[src/rtl/rom_download_router_pkg.sv]
// Shared types and the region decoder for the ROM download router.
package rom_download_pkg;

    typedef enum logic [1:0] {
        S_IDLE  = 2'd0,
        S_ISSUE = 2'd1,
        S_WAIT  = 2'd2
    } state_t;

    typedef enum logic [1:0] {
        RG_CPU  = 2'd0,
        RG_SPR  = 2'd1,
        RG_NONE = 2'd2
    } region_t;

    typedef struct packed {
        logic [24:0] addr;
        logic [7:0]  data;
    } fifo_entry_t;

    // Classify a download byte address; the limit is widened so base+size cannot wrap.
    function automatic region_t decode_region(input logic [24:0] addr,
                                              input logic [24:0] base,
                                              input logic [24:0] size);
        logic [25:0] lim_v;
        lim_v = {1'b0, base} + {1'b0, size};
        if ({1'b0, addr} < {1'b0, base}) begin
            return RG_CPU;
        end else if ({1'b0, addr} < lim_v) begin
            return RG_SPR;
        end else begin
            return RG_NONE;
        end
    endfunction

endpackage

[src/rtl/rom_download_router_fifo.sv]
// Small synchronous FIFO of download entries; head is the oldest entry (show-ahead).
module rom_download_fifo
    import rom_download_pkg::*;
#(
    parameter int FIFO_DEPTH = 4
) (
    input  logic        clk,
    input  logic        rst_n,
    input  logic        push,
    input  logic        pop,
    input  fifo_entry_t din,
    output logic        full,
    output logic        empty,
    output fifo_entry_t head
);
    localparam int AW = (FIFO_DEPTH > 1) ? $clog2(FIFO_DEPTH) : 1;
    localparam logic [AW:0] PTR_ONE = {{AW{1'b0}}, 1'b1};

    fifo_entry_t     mem_r [FIFO_DEPTH];
    logic [AW:0]     wr_ptr_r;
    logic [AW:0]     rd_ptr_r;

    assign empty = (wr_ptr_r == rd_ptr_r);
    assign full  = (wr_ptr_r[AW] != rd_ptr_r[AW]) &&
                   (wr_ptr_r[AW-1:0] == rd_ptr_r[AW-1:0]);
    assign head  = mem_r[rd_ptr_r[AW-1:0]];

    // Pointer update; push and pop in the same cycle are independent.
    always_ff @(posedge clk or negedge rst_n) begin
        if (!rst_n) begin
            wr_ptr_r <= '0;
            rd_ptr_r <= '0;
        end else begin
            if (push && !full) begin
                wr_ptr_r <= wr_ptr_r + PTR_ONE;
            end
            if (pop && !empty) begin
                rd_ptr_r <= rd_ptr_r + PTR_ONE;
            end
        end
    end

    // Entry storage; contents are don't-care until written.
    always_ff @(posedge clk) begin
        if (push && !full) begin
            mem_r[wr_ptr_r[AW-1:0]] <= din;
        end
    end

endmodule

[src/rtl/rom_download_router.sv]
// ROM download router: ioctl byte stream -> buffered, region-decoded sdram toggle writes.
// Optional feature macro ROM_CHECKSUM_EN adds a 16-bit checksum of acknowledged bytes.
module rom_download_router
    import rom_download_pkg::*;
#(
    parameter int          FIFO_DEPTH = 4,
    parameter logic [24:0] SP_BASE    = 25'h11000,
    parameter logic [24:0] SP_SIZE    = 25'h20000,
    parameter logic [7:0]  ROM_INDEX  = 8'd0
) (
    input  logic        clk_sys,
    input  logic        reset_n,
    input  logic        ioctl_downl,
    input  logic [7:0]  ioctl_index,
    input  logic        ioctl_wr,
    input  logic [24:0] ioctl_addr,
    input  logic [7:0]  ioctl_dout,
    output logic        port1_req,
    input  logic        port1_ack,
    output logic [22:0] port1_a,
    output logic [1:0]  port1_ds,
    output logic [15:0] port1_d,
    output logic        port2_req,
    input  logic        port2_ack,
    output logic [15:0] port2_a,
    output logic [1:0]  port2_ds,
    output logic [15:0] port2_d,
    output logic        port_we,
    output logic        rom_loaded,
`ifdef ROM_CHECKSUM_EN
    output logic [15:0] checksum,
`endif
    output logic        overflow
);
    state_t      state_r, state_s;
    region_t     sel_r, head_rg_s;
    fifo_entry_t din_s, head_s;
    logic        wr_r, downl_r, routed_r;
    logic        idx_match_s, push_req_s, push_s, start_s;
    logic        full_s, empty_s, pop_s, issue_cpu_s, issue_spr_s, ack_match_s;
    logic [16:0] offs_s;

    assign idx_match_s = (ioctl_index == ROM_INDEX);
    assign push_req_s  = ioctl_wr && !wr_r && ioctl_downl && idx_match_s;
    assign push_s      = push_req_s && !full_s;
    assign start_s     = ioctl_downl && !downl_r && idx_match_s;
    assign din_s       = '{addr: ioctl_addr, data: ioctl_dout};
    assign head_rg_s   = decode_region(head_s.addr, SP_BASE, SP_SIZE);
    // Only the low 17 offset bits reach the sprite bus, so subtract on those alone.
    assign offs_s      = head_s.addr[16:0] - SP_BASE[16:0];

    rom_download_fifo #(.FIFO_DEPTH(FIFO_DEPTH)) u_fifo (
        .clk   (clk_sys),
        .rst_n (reset_n),
        .push  (push_s),
        .pop   (pop_s),
        .din   (din_s),
        .full  (full_s),
        .empty (empty_s),
        .head  (head_s)
    );

    // Select the ack comparison for the port that owns the outstanding request.
    always_comb begin
        ack_match_s = 1'b0;
        if (sel_r == RG_SPR) begin
            ack_match_s = (port2_ack == port2_req);
        end else begin
            ack_match_s = (port1_ack == port1_req);
        end
    end

    // Next-state and one-cycle control strobes for the write sequencer.
    always_comb begin
        state_s     = state_r;
        pop_s       = 1'b0;
        issue_cpu_s = 1'b0;
        issue_spr_s = 1'b0;
        case (state_r)
            S_IDLE: begin
                if (!empty_s) begin
                    state_s = S_ISSUE;
                end else begin
                    state_s = S_IDLE;
                end
            end
            S_ISSUE: begin
                case (head_rg_s)
                    RG_CPU: begin
                        issue_cpu_s = 1'b1;
                        state_s     = S_WAIT;
                    end
                    RG_SPR: begin
                        issue_spr_s = 1'b1;
                        state_s     = S_WAIT;
                    end
                    default: begin
                        pop_s   = 1'b1;
                        state_s = S_IDLE;
                    end
                endcase
            end
            S_WAIT: begin
                if (ack_match_s) begin
                    pop_s   = 1'b1;
                    state_s = S_IDLE;
                end else begin
                    state_s = S_WAIT;
                end
            end
            default: state_s = S_IDLE;
        endcase
    end

    // Sequencer state register.
    always_ff @(posedge clk_sys or negedge reset_n) begin
        if (!reset_n) begin
            state_r <= S_IDLE;
        end else begin
            state_r <= state_s;
        end
    end

    // Strobe and download-enable history for edge detection.
    always_ff @(posedge clk_sys or negedge reset_n) begin
        if (!reset_n) begin
            wr_r    <= 1'b0;
            downl_r <= 1'b0;
        end else begin
            wr_r    <= ioctl_wr;
            downl_r <= ioctl_downl;
        end
    end

    // Port buses and toggle requests; while idle, req re-aligns to ack so no write is implied.
    always_ff @(posedge clk_sys or negedge reset_n) begin
        if (!reset_n) begin
            port1_req <= 1'b0;
            port1_a   <= 23'd0;
            port1_ds  <= 2'b00;
            port1_d   <= 16'd0;
            port2_req <= 1'b0;
            port2_a   <= 16'd0;
            port2_ds  <= 2'b00;
            port2_d   <= 16'd0;
            sel_r     <= RG_CPU;
        end else begin
            if (state_r == S_IDLE) begin
                port1_req <= port1_ack;
                port2_req <= port2_ack;
            end
            if (issue_cpu_s) begin
                port1_req <= ~port1_req;
                port1_a   <= head_s.addr[23:1];
                port1_ds  <= {head_s.addr[0], ~head_s.addr[0]};
                port1_d   <= {head_s.data, head_s.data};
                sel_r     <= RG_CPU;
            end
            if (issue_spr_s) begin
                port2_req <= ~port2_req;
                port2_a   <= {offs_s[14:0], offs_s[16]};
                port2_ds  <= {offs_s[15], ~offs_s[15]};
                port2_d   <= {head_s.data, head_s.data};
                sel_r     <= RG_SPR;
            end
        end
    end

    // Download status: start clears the sticky flags, completion waits for the FIFO to drain.
    always_ff @(posedge clk_sys or negedge reset_n) begin
        if (!reset_n) begin
            port_we    <= 1'b0;
            rom_loaded <= 1'b0;
            overflow   <= 1'b0;
            routed_r   <= 1'b0;
        end else begin
            port_we <= (ioctl_downl && idx_match_s) || !empty_s;
            if (start_s) begin
                rom_loaded <= 1'b0;
                routed_r   <= 1'b1;
            end else if (routed_r && !ioctl_downl && empty_s && (state_r == S_IDLE)) begin
                rom_loaded <= 1'b1;
                routed_r   <= 1'b0;
            end
            if (start_s) begin
                overflow <= 1'b0;
            end else if (push_req_s && full_s) begin
                overflow <= 1'b1;
            end
        end
    end

`ifdef ROM_CHECKSUM_EN
    // Running sum of bytes the sdram has acknowledged.
    always_ff @(posedge clk_sys or negedge reset_n) begin
        if (!reset_n) begin
            checksum <= 16'd0;
        end else if (start_s) begin
            checksum <= 16'd0;
        end else if (pop_s && (state_r == S_WAIT)) begin
            checksum <= checksum + {8'h00, head_s.data};
        end
    end
`endif

endmodule

[config.mk]
export PLATFORM = sky130hd
export DESIGN_NAME = rom_download_router
export DESIGN_NICKNAME = d
export VERILOG_FILES = /design/src/rtl/rom_download_router_pkg.sv /design/src/rtl/rom_download_router_fifo.sv /design/src/rtl/rom_download_router.sv
export SDC_FILE = /design/constraint.sdc
export NUM_CORES = 1
export LEC_CHECK = 0
export BUFFER_PORTS_ARGS = -buffer_cell sky130_fd_sc_hd__buf_4
export CAP_MARGIN = 20
export CORE_UTILIZATION = 51
export DETAILED_ROUTE_END_ITERATION = 8
export MAX_ROUTING_LAYER = met4
export PLACE_DENSITY = 0.76
export SYNTH_ARGS = -nofsm -noshare
export SYNTH_HDL_FRONTEND = slang
export SYNTH_SLANG_ARGS = --single-unit
[constraint.sdc]
create_clock -name clk_sys -period 2.6 [get_ports clk_sys]
set_clock_uncertainty 0.15 [all_clocks]
set_input_delay 0.13 -clock clk_sys [delete_from_list [all_inputs] [get_ports clk_sys]]
set_output_delay 0.13 -clock clk_sys [all_outputs]
set_load 0.02 [all_outputs]
==> metrics.csv, run 1 <==
metric,value,unit
end_kind,register,
max_slew_margin,42.6,%
syn_inst,436,
crit_type,reg2reg,
cts-buffers-inserted,21,
post_synth_instance_area,8030,um2
crit_chain,buf_6 > buf_4 > mux4_2 > o41ai_4 > buf_6 > xnor2_4 > nor2_8 > clkbuf_16 > mux2_4,
routed-via-count,4595,
htree_levels,1,
grt_use_total,21.8,%
grt_max_degree,66,
timing.final.ws_setup,-0.0211,ns
grt_pass1_vias,4722,
clkLatencyLatePin,0.49,ns
fp.dieH,127,um
rsz0062_at_grt,yes,
diodes,0,
ios,127,
arrival,2.84,ns
n_fill_cell,902,
critPathMostFrequentCell,buf_6,
drc,0,
die-area,16200,um2
grt_pass1_wl,26000,um
ys_warn_count,0,
gp_congestion,0.766,
cts_tree,yes,
p_leak,4.54,nW
clk_pin_slew_worst_paths,0.06,ns
postLayoutCoreUtil,71.3,%
drive_gt1_share,46.3,%
final_antenna_net_count,0,
status,"finished, violations left",
dpl.hpwl,10800,um
crit_required,2.81,ns
hold_class,in2reg,
setup_viol,11,
ir_drop,571,uV
syn_avg_cell_area,18.4,um2
cp-start-kind,register,
cts_sinks,208,
ys_seq_area_share,73.1,%
overflow,0,
ys_types,43,
core_area,15300,um2
initial_utilization,52.6,%
layout.nets,701,
cts_buffer_depth,3,
drt-wirelength-per-cell,20.2,um
reg2reg_slack,-0.02,ns
worst_pin_slew,0.861,ns
fin_crit_sh,101,%
path_max_fanout,7,
cts-root-buf,clkbuf_16,
via_per_inst,5.28,
ys_ff_latch,208,
crit_slowest_cell,dfrtp_2,
hold_violations,0,
violations,setup timing,
final.setup.tns,-0.105,ns
synthesis.nets,493,
die_w,127,um
fin_crit,2.62,ns
rows,45,
drt_first_pass_iters,4,
io_buffers,126,
area_delta_synth_final,35.4,%
drtIter0Drc,241,
power_density,880,nW/um2
antenna_found_initial,0,
slew_violations,0,
timing.fmax,0.382,GHz
max-cap-violations,0,
cp_slowest_stage_delay,0.42,ns
drt_wl_total,17500,um
-- worst max-delay path: cells and delay by family, from the launching register on --
| family | cells | cell delay [ns] |
|---|---|---|
| multiplexers | 2 | 0.65 |
| buffers and inverters | 4 | 0.63 |
| XOR/XNOR | 1 | 0.09 |
| flip-flops | 1 | 0.42 |
| AO/OA/AOI/OAI | 1 | 0.37 |
| AND/OR/NAND/NOR | 1 | 0.16 |
-- final cells by class --
class                      instances  area [um2]  area share, %
tap                              211         264           2.43
sequential                       208        5870           54.0
timing repair buffer             215        1910           17.6
inverter                          10        37.5          0.345
clock inverter                    13         120           1.10
multi-input combinational        188        2120           19.5
clock buffer                      25         551           5.06
-- metal layers --
metal / share of wire, % / global-route usage [%] / wire length, um
met3: 5.4 / 2.60 / 942
met5: 0 / - / 0
met2: 53 / 37.4 / 9270
met4: 2.0 / 5.39 / 354
met1: 40 / 27.9 / 6980
-- state kept, by name, summed over array words and instances (netlist names), 2 cells and up --
signal,flops
port2_a,16
port1_d,8
port2_d,8
u_fifo.mem_r,132
u_fifo.wr_ptr_r,3
port2_ds,2
port1_ds,2
port1_a,23
u_fifo.rd_ptr_r,3
state_r,2
-- worst paths after layout --
check / startpoint / end / cells past startpoint
max in group asynchronous: reset_n / port2_a[6]$_DFFE_PN0P_ / 3
setup reg to reg: u_fifo.rd_ptr_r[1]$_DFFE_PN0P_ / port2_d[8]$_DFFE_PN0P_ / 9
hold reg to reg: port1_a[18]$_DFFE_PN0P_ / port1_a[18]$_DFFE_PN0P_ / 1
hold / removal: ioctl_index[0] / overflow$_DFFE_PN0P_ / 6
min in group asynchronous: reset_n / port1_d[9]$_DFFE_PN0P_ / 2
setup / recovery: u_fifo.rd_ptr_r[1]$_DFFE_PN0P_ / port2_d[8]$_DFFE_PN0P_ / 9
-- power by group --
part | internal, mW | switching [mW] | total (mW)
Clock | 1.72 | 1.19 | 2.91
Sequential | 3.74 | 0.176 | 3.92
Combinational | 1.39 | 1.35 | 2.74
Total | 6.84 | 2.72 | 9.57
-- cells in the final DEF (no fill, tap or decap), types with 6 or more instances in the layout --
cell and instances:
buf_4 156, edfxtp_1 132, dfrtp_1 74, dlygate4sd3_1 40, mux4_2 26, clkbuf_16 24
mux2_4 21, mux2_2 19, nand2_1 12, nor2_1 11, inv_1 10, ha_1 10
buf_12 9, xnor2_1 7, and2_1 7, clkinv_2 7, mux2_1 6, buf_6 6
-- logic make-up (layout without fill, tap and decap cells) --
family | count (synthesis) | count (layout) | synth area share [%]
AND/OR/NAND/NOR | 61 | 61 | 4.35
adder cells (fa/ha/maj) | 10 | 10 | 1.56
AO/OA/AOI/OAI | 32 | 32 | 2.74
XOR/XNOR | 13 | 13 | 1.42
flip-flops | 208 | 208 | 73.1
buffers and inverters | 40 | 263 | 3.13
multiplexers | 72 | 72 | 13.7
-- metrics by stage --
step	setup slack, ns	cell area [um2]	power, mW	std cells	hold WS [ns]
global route	-0.0740	10900	9.94	870	0.0554
finish	-0.0211	10900	9.57	870	0.0150
CTS	-0.00954	10600	9.45	867	0.00178
global placement	-0.0342	9430	6.25	780	0.102
floorplan	-0.0235	8030	5.43	436	-0.316
detailed placement	-0.116	9430	6.32	780	0.113
-- cell usage after synthesis --
cell type	instances	area, um2
clkbuf_1	3	11.3
buf_4	18	135
a211oi_1	1	7.51
nor3_1	1	5.00
nor2_1	12	45.0
buf_2	3	15.0
nand3b_1	1	7.51
a21oi_1	8	40.0
nor4_1	1	6.26
a32oi_1	2	17.5
or4_1	4	30.0
nand4_1	1	6.26
nand2_1	14	52.6
nor2_8	1	20.0
nand3_1	3	15.0
buf_6	4	45.0
o31ai_1	1	7.51
dfrtp_1	76	1900
and2_1	12	75.1
nor3b_1	2	15.0
o211ai_1	2	15.0
mux4_2	26	586
nand2b_1	2	12.5
mux2_2	26	293
o21ai_1	1	5.00
o41ai_4	1	27.5
a21o_1	1	7.51
or4b_2	4	40.0
xnor2_1	8	70.1
ha_1	10	125
a31oi_1	1	6.26
xor2_1	5	43.8
inv_1	10	37.5
buf_1	2	7.51
edfxtp_1	132	3960
o21a_1	2	15.0
a32o_1	1	10.0
a41oi_1	1	8.76
and3_1	1	6.26
nor2b_1	2	12.5
o22ai_1	2	12.5
mux2_1	20	225
o21ai_0	8	40.0
-- repair_timing --
| action | CTS | global route |
|---|---|---|
| pin swaps | 3 | 0 |
| resized for setup | 16 | 42 |
| setup buffers | 9 | 0 |
| hold buffers | 40 | 0 |
| endpoints found under the hold margin | 205 | 0 |
| endpoints found under the setup margin | 50 | 186 |
| cloned | 0 | 3 |
Power figures use the tool's default switching activity.
==> run 2: changes to the inputs <==
--- a/config.mk
+++ b/config.mk
@@ -7,8 +7,10 @@
 export LEC_CHECK = 0
 export BUFFER_PORTS_ARGS = -buffer_cell sky130_fd_sc_hd__buf_4
 export CAP_MARGIN = 20
+export CORE_ASPECT_RATIO = 1.25
 export CORE_UTILIZATION = 51
 export DETAILED_ROUTE_END_ITERATION = 8
+export GPL_ROUTABILITY_DRIVEN = 0
 export MAX_ROUTING_LAYER = met4
 export PLACE_DENSITY = 0.76
 export SYNTH_ARGS = -nofsm -noshare
==> run 2 against run 1 <==
The flow still finishes with violations (setup timing); sequential power about the same; fmax decreased by 2.1%; highest routed layer unchanged; combinational power decreased by 5%; critical path depth decreased by 1; clock power decreased by 5%; routed wire length decreased by 4.3%; cell count decreased by 0.34%; worst hold slack improved by 0.15 ns; die area about the same; largest cell class unchanged.
==> metrics.csv, run 2 (same netlist as run 1, synthesis figures left out) <==
metric,value,unit
status,"finished, violations left",
violations,setup timing,
end_kind,register,
crit_required,2.81,ns
cts_buffer_depth,3,
fin_crit,2.68,ns
timing.fmax,0.373,GHz
ir_drop,580,uV
cts_sinks,208,
drive_gt1_share,42.4,%
htree_levels,1,
timing.final.ws_setup,-0.0781,ns
cts-buffers-inserted,20,
drt_wl_total,16800,um
die_w,114,um
final_antenna_net_count,0,
grt_pass1_vias,4803,
fp.dieH,142,um
ios,127,
p_leak,4.51,nW
grt_pass1_wl,25400,um
dpl.hpwl,10300,um
cp_num_buf_inv,3,
stdcell_count,867,
slew_violations,0,
setup_viol,26,
placed_cell_area,9330,um2
arrival,2.89,ns
power_density,866,nW/um2
hold_class,in2reg,
final.setup.tns,-1.43,ns
area_delta_synth_final,33.4,%
drtIter0Drc,187,
rows,50,
grt_max_degree,77,
io_buffers,126,
largest_reg_flops,132,
hold_violations,0,
grt_use_total,21.4,%
dp_cells,770,
drt_first_pass_iters,5,
crit_slowest_cell,mux4_2,
layout.nets,701,
crit_chain,buf_6 > mux4_2 > o41ai_4 > buf_4 > and2_4 > nand2_8 > clkbuf_16 > mux2_2,
rsz0062_at_grt,yes,
mostFrequentLayoutCell,buf_4,
drt-wirelength-per-cell,19.4,um
worst_pin_slew,0.372,ns
preCtsSetupSlack,-0.0931,ns
fin_crit_sh,103,%
core_area,15200,um2
max-cap-violations,0,
routed-via-count,4609,
cp-start-kind,register,
max_slew_margin,75.2,%
clkLatencyLatePin,0.48,ns
cts-root-buf,clkbuf_16,
overflow,0,
drc,0,
initial_utilization,52.8,%
antenna_found_initial,1,
finalInstanceArea,10700,um2
die-area,16300,um2
crit_type,reg2reg,
clk_pin_slew_worst_paths,0.06,ns
crit_family,multiplexers,
path_max_fanout,6,
cts_tree,yes,
via_per_inst,5.32,
final_cell_mix,"buf_4 (156), edfxtp_1 (132), dfrtp_1 (74)",
cp_slowest_stage_delay,0.53,ns
==> run 2: through the flow <==
| step | util (%) | hold slack (ns) | total power, mW |
|---|---|---|---|
| floorplan | - | -0.316 | 5.43 |
| global placement | 61.4 | 0.0996 | 6.24 |
| detailed placement | 61.4 | 0.101 | 6.31 |
| CTS | 69.1 | 0.150 | 9.23 |
| global route | 70.4 | 0.175 | 9.67 |
| finish | 70.4 | 0.161 | 9.27 |
==> run 2: timing repair <==
item	4_1_cts	5_1_grt
endpoints found under the hold margin	217	7
buffers inserted	8	3
cloned	1	3
hold buffers	43	1
pin swaps	3	4
endpoints found under the setup margin	43	181
gates resized for setup	10	17
==> run 2: power by group <==
group	switching, mW	internal (mW)	total [mW]	leakage (nW)
clock	1.12	1.64	2.76	0.308
sequential	0.161	3.74	3.90	2.21
combinational	1.29	1.32	2.61	2.00
==> run 2: path summary, 6_finish.rpt <==
path / start / end / slack, ns / cells past startpoint
setup / recovery: u_fifo.rd_ptr_r[0]$_DFFE_PN0P_ / port1_a[0]$_DFFE_PN0P_ / -0.08 / 8
hold / removal: ioctl_wr / wr_r$_DFF_PN0_ / 0.16 / 2
setup reg to reg: u_fifo.rd_ptr_r[0]$_DFFE_PN0P_ / port1_a[0]$_DFFE_PN0P_ / -0.08 / 8
hold reg to reg: routed_r$_DFFE_PN0P_ / routed_r$_DFFE_PN0P_ / 0.33 / 1
max in group asynchronous: reset_n / port1_d[13]$_DFFE_PN0P_ / 1.32 / 4
min in group asynchronous: reset_n / port2_a[5]$_DFFE_PN0P_ / 0.39 / 3
==> run 2: layout make-up <==
cell class                      count  area (um2)
Antenna cell                        1        2.50
Clock buffer                       31         583
Clock inverter                      5        47.5
Fill cell                         940        4490
Inverter                           10        37.5
Multi-Input combinational cell    188        2010
Sequential cell                   208        5870
Tap cell                          208         260
Timing Repair Buffer              216        1900
==> run 2: routing by layer <==
metal  vias up  routed length, um  GRT usage, %
met5         -                  0             -
met4         0                484          7.59
met3        32                702          2.64
met2       152               8940          36.3
met1      2356               6660          26.5
li1       2069                  -             -
==> run 2: worst reg2reg max path: stages, from the launching register on <==
cell and delay, ns:
dfrtp_2 0.38, buf_6 0.12, mux4_2 0.53, o41ai_4 0.44
buf_4 0.19, and2_4 0.18, nand2_8 0.10, clkbuf_16 0.19
mux2_2 0.28
==> run 3: changes to the inputs <==
--- a/config.mk
+++ b/config.mk
@@ -5,14 +5,14 @@
 export SDC_FILE = /design/constraint.sdc
 export NUM_CORES = 1
 export LEC_CHECK = 0
-export BUFFER_PORTS_ARGS = -buffer_cell sky130_fd_sc_hd__buf_4
+export BUFFER_PORTS_ARGS = -buffer_cell sky130_fd_sc_hd__buf_2
 export CAP_MARGIN = 20
 export CORE_ASPECT_RATIO = 1.25
 export CORE_UTILIZATION = 51
 export DETAILED_ROUTE_END_ITERATION = 8
 export GPL_ROUTABILITY_DRIVEN = 0
 export MAX_ROUTING_LAYER = met4
-export PLACE_DENSITY = 0.76
+export PLACE_DENSITY = 0.81
 export SYNTH_ARGS = -nofsm -noshare
 export SYNTH_HDL_FRONTEND = slang
 export SYNTH_SLANG_ARGS = --single-unit
==> run 3 against run 2 <==
The flow still finishes with violations (setup timing); cell count decreased by 0.92%; sequential power about the same; power up 0.65%; fmax grew 1.8%; setup slack better by 0.047 ns; clock power grew 5%; first-iteration DRC count rose by 1.1%; die area did not move; register-to-register slack better by 0.05 ns; routed wire length fell by 0.25%; non-clock buffer count is 8 lower; critical endpoint is now port2_d[7]$_DFFE_PN0P_; largest cell class unchanged.
==> metrics.csv, run 3 (same netlist as run 1, synthesis figures left out) <==
metric,value,unit
antenna_found_initial,1,
mostFrequentLayoutCell,edfxtp_1,
power_density,901,nW/um2
clk_pin_slew_worst_paths,0.06,ns
grt_use_total,21.9,%
final_cell_mix,"edfxtp_1 (132), buf_2 (125), dfrtp_1 (75)",
total_power,9.33,mW
fin_crit,2.63,ns
cts-root-buf,clkbuf_16,
crit_slowest_cell,mux4_2,
p_sw,2.64,mW
dp_cells,773,
hold_violations,0,
ios,127,
cp_slowest_stage_delay,0.56,ns
crit_required,2.81,ns
hold_class,in2async,
status,"finished, violations left",
placed_cell_area,9080,um2
clkPwrFrac,31.1,%
drtIter0Drc,189,
drt-wirelength-per-cell,19.5,um
preCtsSetupSlack,-0.0504,ns
dpl.hpwl,10600,um
cp_num_buf_inv,2,
crit_type,reg2reg,
violations,setup timing,
drc,0,
multi_input_area,2050,um2
timing.fmax,0.380,GHz
setup_viol,10,
io_buffers,126,
path_max_fanout,10,
die_w,114,um
ir_drop,599,uV
crit_chain,mux4_2 > o41ai_4 > buf_4 > xnor2_4 > nor2_8 > buf_12 > mux2_2,
max-cap-violations,0,
worst_pin_slew,0.622,ns
drive_gt1_share,44.5,%
p_leak,4.43,nW
timing.final.ws_setup,-0.0309,ns
cts-buffers-inserted,20,
cts_sinks,208,
fp.dieH,142,um
cts_tree,yes,
largest_reg_flops,132,
clkLatencyLatePin,0.49,ns
end_kind,register,
initial_utilization,52.8,%
via_per_inst,5.29,
rsz0062_at_grt,yes,
final_antenna_net_count,0,
grt_pass1_vias,5015,
power.share.switching,28.2,%
routed-via-count,4548,
stdcell_count,859,
core_area,15200,um2
htree_levels,1,
grt_max_degree,45,
drt_wl_total,16700,um
area_delta_synth_final,29.0,%
seqPwrFrac,41.9,%
slew_violations,0,
crit_family,multiplexers,
finalInstanceArea,10400,um2
rows,50,
ff_latch_area,5870,um2
layout.nets,693,
p_int,6.70,mW
overflow,0,
drt_first_pass_iters,4,
n_fill_cell,962,
p_comb_share,27.0,%
fin_crit_sh,101,%
postLayoutCoreUtil,68.1,%
die-area,16300,um2
arrival,2.84,ns
max_slew_margin,58.5,%
cts_buffer_depth,3,
grt_pass1_wl,26000,um
cp-start-kind,register,
==> run 3: cell types whose count changed in the layout (fill, tap and decap cells not counted), moves of 4 or more <==
cell	change
buf_2	+124
clkinv_2	+4
mux2_1	-13
buf_4	-126
clkbuf_1	-4
mux2_4	+15
==> run 3: what timing repair did <==
action / CTS / global route
buffers inserted: 5 / 1
hold buffers: 43 / 0
endpoints found under the hold margin: 182 / 0
gates resized for setup: 14 / 23
pin swaps: 0 / 1
endpoints found under the setup margin: 24 / 183
==> run 3: path summary, 6_finish.rpt <==
path	slack, ns	cells past startpoint	end	startpoint
max	-0.03	7	port2_d[7]$_DFFE_PN0P_	u_fifo.rd_ptr_r[0]$_DFFE_PN0P_
min	0.05	2	port2_a[15]$_DFFE_PN0P_	reset_n
max reg2reg	-0.03	7	port2_d[7]$_DFFE_PN0P_	u_fifo.rd_ptr_r[0]$_DFFE_PN0P_
min reg2reg	0.33	1	port1_a[22]$_DFFE_PN0P_	port1_a[22]$_DFFE_PN0P_
max in group asynchronous	1.57	3	port1_a[10]$_DFFE_PN0P_	reset_n
min in group clk_sys	0.14	2	wr_r$_DFF_PN0_	ioctl_wr
==> run 3: routing by layer <==
layer / vias up / GRT usage (%) / part of all wire, %
met5: - / - / 0
li1: 2045 / - / -
met1: 2329 / 25.0 / 38
met4: 0 / 7.52 / 2.1
met3: 33 / 2.98 / 4.4
met2: 141 / 39.4 / 55
==> run 3: cell type report <==
cell class                 count  share of cell area [%]
timing repair buffer         208                    14.2
multi-input combinational    188                    19.8
inverter                      10                   0.362
antenna                        1                  0.0242
sequential                   208                    56.6
tap                          208                    2.51
clock inverter                 9                   0.942
clock buffer                  27                    5.48
==> run 3: per-stage QoR <==
step | hold slack [ns] | TNS [ns]
detailed placement | 0.0355 | -0.565
CTS | 0.0744 | -0.284
global route | 0.117 | -5.26
floorplan | -0.316 | -0.281
global placement | 0.0226 | 0
finish | 0.0526 | -0.145
==> run 3: power by group through the flow <==
stage               clock network (mW)  logic [mW]  registers (mW)
CTS                               2.95        2.43            3.90
global placement                     0        2.16            3.95
global route                      3.08        2.68            3.94
finish                            2.90        2.52            3.91
detailed placement                   0        2.22            3.97
floorplan                            0        1.29            4.14
